$ cat src/rtl/metadata_pkg.sv
// metadata_pkg: shared types and helpers for the cache tag/state store and flush walker.
package metadata_pkg;
    typedef enum logic [1:0] {IDLE, SCAN, WB_WAIT, DONE} flush_state_e;

    function automatic int way_width(input int assoc);
        return (assoc > 1) ? $clog2(assoc) : 1;
    endfunction

    function automatic logic is_last(input int s, input int w, input int num_sets, input int assoc);
        return (s == num_sets - 1) && (w == assoc - 1);
    endfunction
endpackage

$ cat src/rtl/metadata_flush_walker.sv
// metadata_flush_walker: flush FSM walking every {set,way} way-first, offering dirty lines
// for writeback and strobing an invalidate for each line it leaves behind.
module metadata_flush_walker
    import metadata_pkg::*;
#(
    parameter int NUM_SETS = 4,
    parameter int SET_SIZE = 2,
    parameter int ASSOC    = 2
) (
    input  logic                           clk,
    input  logic                           reset_n,
    input  logic                           flush_req,
    input  logic                           wb_ready,
    input  logic                           line_valid,
    input  logic                           line_dirty,
    output logic                           flush_busy,
    output logic                           flush_done,
    output logic                           wb_valid,
    output logic [SET_SIZE-1:0]            scan_set,
    output logic [way_width(ASSOC)-1:0]    scan_way,
    output logic                           line_clear
);
    localparam int WW = way_width(ASSOC);
    localparam logic [WW-1:0] LAST_W = WW'(ASSOC - 1);

    flush_state_e state, nxt;
    logic [SET_SIZE-1:0] s_nxt;
    logic [WW-1:0] w_nxt;
    logic adv, last;

    always_ff @(posedge clk or negedge reset_n)
        if (!reset_n) begin
            state    <= IDLE;
            scan_set <= '0;
            scan_way <= '0;
        end else begin
            state    <= nxt;
            scan_set <= s_nxt;
            scan_way <= w_nxt;
        end

    always_comb begin
        nxt        = state;
        s_nxt      = scan_set;
        w_nxt      = scan_way;
        wb_valid   = 1'b0;
        flush_done = 1'b0;
        line_clear = 1'b0;
        adv        = 1'b0;
        last       = is_last(int'(scan_set), int'(scan_way), NUM_SETS, ASSOC);
        case (state)
            IDLE: if (flush_req) begin
                nxt   = SCAN;
                s_nxt = '0;
                w_nxt = '0;
            end
            SCAN: if (line_valid && line_dirty) nxt = WB_WAIT;
                  else begin
                      line_clear = 1'b1;
                      adv        = 1'b1;
                  end
            WB_WAIT: begin
                wb_valid = 1'b1;
                if (wb_ready) begin
                    line_clear = 1'b1;
                    adv        = 1'b1;
                end
            end
            DONE: begin
                flush_done = 1'b1;
                nxt        = IDLE;
            end
            default: nxt = IDLE;
        endcase
        // Way-first increment; the set wraps harmlessly after the last line.
        if (adv) begin
            nxt   = last ? DONE : SCAN;
            w_nxt = (scan_way == LAST_W) ? '0 : scan_way + 1'b1;
            s_nxt = (scan_way == LAST_W) ? scan_set + 1'b1 : scan_set;
        end
    end

    assign flush_busy = (state != IDLE);
endmodule

$ cat src/rtl/metadata_flush.sv
// metadata_flush: per-set/way valid, dirty and tag store with hit detection, LRU victim and flush walker.
// Optional METADATA_TAG_PARITY_EN adds one even-parity bit per tag and a sticky parity_error.
module metadata_flush
    import metadata_pkg::*;
#(
    parameter int NUM_SETS  = 4,
    parameter int SET_SIZE  = 2,
    parameter int TAG_SIZE  = 30,
    parameter int ASSOC     = 2,
    parameter int READ_ONLY = 0
) (
    input  logic                        clk,
    input  logic                        reset_n,
    input  logic [SET_SIZE-1:0]         set,
    input  logic [TAG_SIZE-1:0]         tag,
    input  logic                        miss_recovery_mode,
    input  logic                        process_lru_counters,
    input  logic                        clear_selected_valid_bit,
    input  logic                        finish_new_line_install,
    input  logic                        clear_selected_dirty_bit,
    input  logic                        set_selected_dirty_bit,
    input  logic                        flush_req,
    output logic                        flush_busy,
    output logic                        flush_done,
    output logic                        wb_valid,
    input  logic                        wb_ready,
    output logic [SET_SIZE-1:0]         wb_set,
    output logic [way_width(ASSOC)-1:0] wb_way,
    output logic [TAG_SIZE-1:0]         wb_tag,
    output logic                        valid_dirty_bit,
    output logic                        valid_block_match,
    output logic [TAG_SIZE-1:0]         selected_tag,
    output logic [way_width(ASSOC)-1:0] selected_way,
    output logic                        parity_error
);
    localparam int WW = way_width(ASSOC);

    logic valid [NUM_SETS][ASSOC];
    logic dirty [NUM_SETS][ASSOC];
    logic [TAG_SIZE-1:0] tag_arr [NUM_SETS][ASSOC];
    logic [ASSOC-1:0] match, perr_way;
    logic [WW-1:0] hit_way, victim;
    logic line_clear, scan_perr, install_eff;

    metadata_flush_walker #(.NUM_SETS(NUM_SETS), .SET_SIZE(SET_SIZE), .ASSOC(ASSOC)) u_walker (
        .clk        (clk),
        .reset_n    (reset_n),
        .flush_req  (flush_req),
        .wb_ready   (wb_ready),
        .line_valid (valid[wb_set][wb_way]),
        .line_dirty (dirty[wb_set][wb_way] && !scan_perr),
        .flush_busy (flush_busy),
        .flush_done (flush_done),
        .wb_valid   (wb_valid),
        .scan_set   (wb_set),
        .scan_way   (wb_way),
        .line_clear (line_clear)
    );

    assign wb_tag = tag_arr[wb_set][wb_way];

`ifdef METADATA_TAG_PARITY_EN
    logic par_arr [NUM_SETS][ASSOC];
    logic perr_q;
    always_ff @(posedge clk)
        if (install_eff) par_arr[set][selected_way] <= ^tag;
    always_comb
        for (int j = 0; j < ASSOC; j++)
            perr_way[j] = valid[set][j] && ((^tag_arr[set][j]) != par_arr[set][j]);
    assign scan_perr = valid[wb_set][wb_way] && ((^tag_arr[wb_set][wb_way]) != par_arr[wb_set][wb_way]);
    always_ff @(posedge clk or negedge reset_n)
        if (!reset_n) perr_q <= 1'b0;
        else perr_q <= perr_q | (|perr_way) | (flush_busy & scan_perr);
    assign parity_error = perr_q;
`else
    assign perr_way     = '0;
    assign scan_perr    = 1'b0;
    assign parity_error = 1'b0;
`endif

    always_comb
        for (int j = 0; j < ASSOC; j++)
            match[j] = valid[set][j] && (tag_arr[set][j] == tag) && !perr_way[j];

    // At most one way can hit, so OR-ing the indices is the one-hot to binary encode.
    always_comb begin
        hit_way = '0;
        for (int j = 0; j < ASSOC; j++)
            if (match[j]) hit_way = hit_way | WW'(j);
    end

    assign selected_way      = miss_recovery_mode ? victim : hit_way;
    assign selected_tag      = tag_arr[set][selected_way];
    assign valid_block_match = !flush_busy && (|match);
    assign valid_dirty_bit   = !flush_busy && valid[set][selected_way] && dirty[set][selected_way];
    assign install_eff       = !flush_busy && finish_new_line_install && !clear_selected_valid_bit;

    always_ff @(posedge clk or negedge reset_n)
        if (!reset_n) begin
            for (int i = 0; i < NUM_SETS; i++)
                for (int j = 0; j < ASSOC; j++) begin
                    valid[i][j] <= 1'b0;
                    dirty[i][j] <= 1'b0;
                end
        end else if (line_clear) begin
            valid[wb_set][wb_way] <= 1'b0;
            dirty[wb_set][wb_way] <= 1'b0;
        end else if (!flush_busy) begin
            if (clear_selected_valid_bit) valid[set][selected_way] <= 1'b0;
            else if (finish_new_line_install) valid[set][selected_way] <= 1'b1;
            if (set_selected_dirty_bit) dirty[set][selected_way] <= (READ_ONLY == 0);
            else if (clear_selected_dirty_bit || install_eff) dirty[set][selected_way] <= 1'b0;
        end

    always_ff @(posedge clk)
        if (install_eff) tag_arr[set][selected_way] <= tag;

    generate
        if (ASSOC > 1) begin : g_lru
            // Age per way: 0 = MRU, ASSOC-1 = LRU victim; reset ages make way 0 the victim.
            logic [WW-1:0] age [NUM_SETS][ASSOC];
            always_ff @(posedge clk or negedge reset_n)
                if (!reset_n) begin
                    for (int i = 0; i < NUM_SETS; i++)
                        for (int j = 0; j < ASSOC; j++)
                            age[i][j] <= WW'(ASSOC - 1 - j);
                end else if (!flush_busy && process_lru_counters) begin
                    for (int j = 0; j < ASSOC; j++)
                        if (WW'(j) == selected_way) age[set][j] <= '0;
                        else if (age[set][j] < age[set][selected_way]) age[set][j] <= age[set][j] + 1'b1;
                end
            always_comb begin
                victim = '0;
                for (int j = 0; j < ASSOC; j++)
                    if (age[set][j] == WW'(ASSOC - 1)) victim = WW'(j);
            end
        end else begin : g_no_lru
            assign victim = '0;
        end
    endgenerate
endmodule
$ cat config.mk
export PLATFORM = sky130hd
export DESIGN_NAME = metadata_flush
export DESIGN_NICKNAME = d
export VERILOG_FILES = /design/src/rtl/metadata_pkg.sv /design/src/rtl/metadata_flush_walker.sv /design/src/rtl/metadata_flush.sv
export SDC_FILE = /design/constraint.sdc
export NUM_CORES = 1
export LEC_CHECK = 0
export ABC_AREA = 1
export BUFFER_PORTS_ARGS = -buffer_cell sky130_fd_sc_hd__buf_2
export CORE_MARGIN = 2
export CORE_UTILIZATION = 30
export DETAILED_ROUTE_END_ITERATION = 8
export HOLD_SLACK_MARGIN = 0.15
export PLACE_DENSITY = 0.54
export RECOVER_POWER = 100
export SYNTH_ARGS = -nofsm -noshare
export SYNTH_HDL_FRONTEND = slang
export SYNTH_SLANG_ARGS = --single-unit
$ cat constraint.sdc
create_clock -name clk -period 3.4 [get_ports clk]
set_input_delay 0.68 -clock clk [delete_from_list [all_inputs] [get_ports clk]]
set_output_delay 0.68 -clock clk [all_outputs]
set_load 0.005 [all_outputs]
Yosys cells after proc, flatten, opt, wreduce, memory -nomap -nowiden
Memories as Yosys holds them, arrays and structs flattened.
Index checks and enable logic that the tools add are counted.
{ "word_totals": {"regBits": 29, "latchBits": 0, "mem_bits_rw": 240, "romBits": 0, "in_bits": 42, "output_inout_bits": 70, "mem_count": 1} }
{ "memory_table": {"columns": ["memory", "depth", "word_bits", "rd", "rd_ports_with_merged_regs", "wr", "line_no", "rtl"], "rows": [
  ["tag_arr", 4, 60, 2, 0, 1, "metadata_flush.sv:40", "logic [TAG_SIZE-1:0] tag_arr [NUM_SETS][ASSOC];"]
]} }
{ "op_classes": {"addsub": 4, "n_mul": 0, "div_mod_pow": 0, "magnitude_cmp": 10, "eq_ne": 10, "shifts": 0, "mux": 88, "bitwise_logic": 16, "reduce_logical": 30} }
{ "op_table": {"columns": ["op", "n"], "rows": [
  ["$mux W30", 7],
  ["$mux W8", 13],
  ["$eq A30 B30 Y1", 2],
  ["$mux W60", 1],
  ["$and A8 B8 Y8", 6],
  ["$mux W2", 21],
  ["$not A8 Y8", 4],
  ["$demux W30 S1", 1],
  ["$mux W1", 30],
  ["$bmux W2 S2", 5],
  ["$bwmux W8", 2],
  ["$demux W2 S2", 4],
  ["$or A8 B8 Y8", 2],
  ["$logic_and A1 B1 Y1", 14],
  ["$ge A3 B3 Y1 const B", 2],
  ["$lt A3 B1 Y1 const B", 2],
  ["$not A2 Y3", 2],
  ["$pmux W2 S3", 1],
  ["$reduce_and A2 Y1", 3],
  ["$reduce_and A3 Y1", 2],
  ["$reduce_bool A2 Y1", 3],
  ["$reduce_bool A3 Y1", 2],
  ["$eq A2 B1 Y1 const B", 2],
  ["$eq A2 B2 Y1 const B", 2],
  ["16 further kinds", 25]
]} }

Longest topological paths before layout
{ "depth": {"ltp_word": 20, "depth_mapped": 22, "ltp_nobuf": 19} }

Modules after synthesis
A second synthesis with hierarchy kept.
{ "unflattened": {"hier_cells": 1584, "area_unflattened_um2": 14112.3} }
{ "modules_own_cells": {"columns": ["mod", "n_inst", "cells_each", "area_per_inst_um2", "seq_area_each_um2"], "rows": [
  ["metadata_flush", 1, 1536, 13698.1, 7812.5],
  ["metadata_flush_walker", 1, 48, 414.1, 125.1]
]} }

Least setup slack after synthesis
No wires, ideal clock.
{ "synth_timing": {"kind": "input to register", "startpoint": "in set[0]", "endpoint": "mem tag_arr[2][0] in the netlist's numbering, enable pin", "setup_time_ns": 0.417, "arrival_ns": 3.328, "t_required_ns": 2.983, "path_slack_ns": -0.345, "path_stages": 16, "path_buffers": 3, "cell_sequence": "buf_6 -> buf_8 -> buf_6 -> o21ai_1 -> nand2_1 -> nand2_1 -> nand2_1 -> nand2_1 -> nand2_1 -> nor2_1 -> nand2_1 -> nor2_2 -> nand3_4 -> nand2_4 -> nand2_1 -> nor2_1"} }
{ "synth_via": {"elab_chain_len": 13, "elab_cells_between_ends": 20} }
{ "synth_lines": {"columns": ["item", "line_no", "rtl"], "rows": [
  ["start, declared", "metadata_flush.sv:14", "input logic [SET_SIZE-1:0] set,"],
  ["parallel branches: the longest is 13 deep, another holds $mem_v2 Z4 W60", null, null],
  ["end, declared", "metadata_flush.sv:40", null]
]} }
Several ways; the timed one is not identified. The select of a mux whose other input is x is not followed.

Worst setup path after layout
{ "layout_timing": {"startpoint": "in set[0]", "endpoint": "out selected_tag[22]"} }
{ "layout_via": {"elab_chain_len": 11, "elab_cells_between_ends": 17} }
{ "layout_lines": {"columns": ["item", "line_no", "rtl"], "rows": [
  ["parallel branches: the longest is 8 deep, another holds $mem_v2 Z4 W60", null, null],
  ["$mux W30 (implied by the code) (*) (3 in series)", "metadata_flush.sv:93", "assign selected_tag = tag_arr[set][selected_way];"],
  ["end, declared", "metadata_flush.sv:32", "output logic [TAG_SIZE-1:0] selected_tag,"]
]} }
Mark *: on every way between the ends. The select of a mux whose other input is x is not followed.

==> qor.txt <==
Syn Area/Cell: 8.662 µm²
number of flops mapped to enable cells by yosys: 240
RSZ-0062 raised after global routing: yes
Syn. warnings: 0
ys flop type: edfxtp_1
Startpoint Class: input pin
port bufs: 110
Int Power: 7.585 mW
critical path type: in -> out
CTS Hold Bufs: 0
Clk network pwr share: 30.7%
final wirelength: 53.43 mm
Detail Placement HPWL: 36.47 mm
Leak: 8.126 nW
Max Fanout on Critical Path: 9
Async SR Flop Fraction: 10.78%
die width: 223.7 µm
skew final: 0.01798 ns
max frequency: 277.2 MHz
H-tree Lvls: 1
Peak supply drop: 0.3358 mV
top cells by area, synth: edfxtp_1 50%, nand2_1 12%, nor2_1 5.8%, o21ai_0 5.3%, dfrtp_1 4.3%
Yosys cell types: 43
mapped cell area: 14,470 µm²
first-pass GRT wire length: 79.81 mm
die area: 50,020 µm²
number of I/O pins: 112
antenna violations before repair: 1
Residual DRC: 0
Placed Instances: 2,497
total number of vias: 13,669
GR Util All Layers: 20.75%
Placer Congestion: 0.8813
final setup fails: 32
Seq/Total Area, Yosys: 54.84%
Cell Rows: 80
Final min period: 3.607 ns
Root Driver: clkbuf_16
critical path required time: 2.72 ns
Synth top cells by count: 479 x nand2_1, 240 x edfxtp_1, 224 x nor2_1
Crit. End Element: output pin
register-to-register setup slack: 0.64 ns
largest net degree at the start of global routing: 114
count leader, synth: nand2_1
P&R area growth vs syn: 35.30%
fill cell count: 4,658
core area: 47,650 µm²
fin util: 41.10%
Place WS: -0.5648 ns
Sw Share: 36.18%
Longest Clk Path Bufs: 3
Die H: 223.7 µm
Post-DRT Antenna Nets: 0
1st-iter DRT viols: 1,351
CTS tree: done
vias per std cell: 5.253
Synth Register Bits: 269
Gate power share: 36.1%
Flop pwr share: 33.2%
Fin. Hold Viols: 0
First-pass DRT Iterations: 5
Finished Layout Cells: 2,602
initial core utilization: 30.38%
drt wl/cell: 20.54 µm
Tcrit/Tclk final: 106.1%
Mapped Nets: 1,722
cell count after synthesis: 1,671
CTS clk-pin slew, worst paths: 0.06 ns
failing checks: negative setup slack
worst-skew pair later-pin latency: 0.58 ns
crit path DAT: 2.93 ns
final layout net count: 2,013
Slew Limit Fails: 0
net switching power: 4.301 mW
worst setup margin: -0.2071 ns
Max-Cap Viols: 0
post-synth top area share: 49.79%
Hold WS: 0.1639 ns
Slew HR: 42.47%
cts bufs inserted: 31
Clock Sinks: 269
outcome: finished, violations left
Hold WC Path Type: in -> async
pwr dens: 607.0 nW/µm²
TNS Setup: -3.625 ns
Tightest Pin Transition: 0.8598 ns
area leader, netlist: edfxtp_1
vias in the first global route: 13,303
gr ovfl total: 0
layout cell share with drive strength beyond 1: 27.54%
==> what timing repair did <==
item	CTS	global route
pin swaps	15	44
resized for setup	121	120
endpoints found under the setup margin	33	40
buffers inserted	22	25
cloned	6	3
==> stage by stage <==
stage          area [µm²]  total power [mW]
3_5_place_dp        17100             7.949
2_1_floorplan       14480             6.150
6_report            19580             11.89
4_1_cts             19000             11.80
3_3_place_gp        17100             7.912
5_1_grt             19580             12.52
==> path summary, 6_finish.rpt <==
check                               startpoint                   end  cells after the start
worst max-delay path                    set[0]      selected_tag[22]                     20
worst min-delay path                   reset_n  u_walker.scan_set[1]                      1
worst max register to register  tag_arr[3][28]         tag_arr[1][3]                     17
worst min register to register    g_lru.age[5]          g_lru.age[5]                      2
max in group asynchronous              reset_n  u_walker.scan_set[0]                      1
min in group clk                       tag[11]        tag_arr[0][11]                      1
==> kinds of logic after synthesis <==
logic type	Yosys count	synth area share, %
DFF	269	54.84
AOI/OAI and AO/OA	366	14.78
and+or+nand+nor	810	22.35
buffers and inverters	202	6.371
other	1	0.02591
xor gates and xnor gates	14	0.8472
adders and majority gates	9	0.7780
==> layout by cell type (no fill, tap or decap), drive strengths merged, types with 2 or more instances in the layout <==
cell type / synthesis / final
nor2: 227 / 227
nor3: 3 / 3
o22ai: 35 / 35
o211ai: 11 / 11
a22oi: 54 / 54
clkinvlp: 0 / 5
a31oi: 58 / 58
clkbuf: 46 / 56
o21ai: 170 / 170
a22o: 2 / 2
nand4: 4 / 4
nand3: 86 / 86
a211oi: 2 / 2
buf: 49 / 331
dfrtp: 25 / 25
dfstp: 4 / 4
nand2: 483 / 483
bufinv: 0 / 7
inv: 106 / 107
xor2: 13 / 13
nand3b: 5 / 5
a21oi: 30 / 30
clkinv: 1 / 11
edfxtp: 240 / 240
ha: 9 / 9
==> power groups by stage <==
stage / Clock, mW / Combinational, mW / Sequential [mW]
floorplan: 0 / 2.21 / 3.94
global placement: 0 / 3.91 / 4.00
detailed placement: 0 / 3.94 / 4.01
CTS: 3.69 / 4.17 / 3.94
global route: 3.82 / 4.73 / 3.96
finish: 3.64 / 4.29 / 3.95
==> per-layer routing <==
metal	global-route usage (%)	routed length, µm	up-vias
met4	5.892	1279	0
li1	-	-	6332
met3	3.135	3871	91
met2	34.44	25100	564
met1	28.17	23190	6682
met5	0	0	-
==> worst max-delay path, cell delays in order <==
cell and delay, ns:
buf_16 0.14, buf_12 0.15, buf_4 0.15, o21ai_2 0.13, nand2_1 0.10, nand2_1 0.07
nand2_1 0.06, nand2_1 0.09, nand2_2 0.07, nor2_4 0.14, nand2_2 0.10, nor2_4 0.11
nand3_4 0.11, nand2_8 0.12, buf_12 0.14, buf_12 0.13, nor2_1 0.04, a31oi_1 0.15
buf_4 0.15, buf_6 0.09
==> flip-flops by register name (all words and copies together) (netlist names), named ones only <==
register and count:
tag_arr 240, u_walker.state 2, u_walker.scan_set 2, g_lru.age 8, u_walker.scan_way 1
==> area by class of cell <==
class / instances / area [µm²] / share of cell area (%)
antenna: 1 / 2.502 / 0.01278
clock buffer: 34 / 787.0 / 4.019
clock inverter: 23 / 322.8 / 1.648
inverter: 107 / 430.4 / 2.198
multi-input combinational: 1200 / 6320 / 32.27
sequential: 269 / 7945 / 40.57
tap: 615 / 769.5 / 3.929
timing repair buffer: 353 / 3005 / 15.35
No activity file was read; power rests on OpenSTA's default activity.
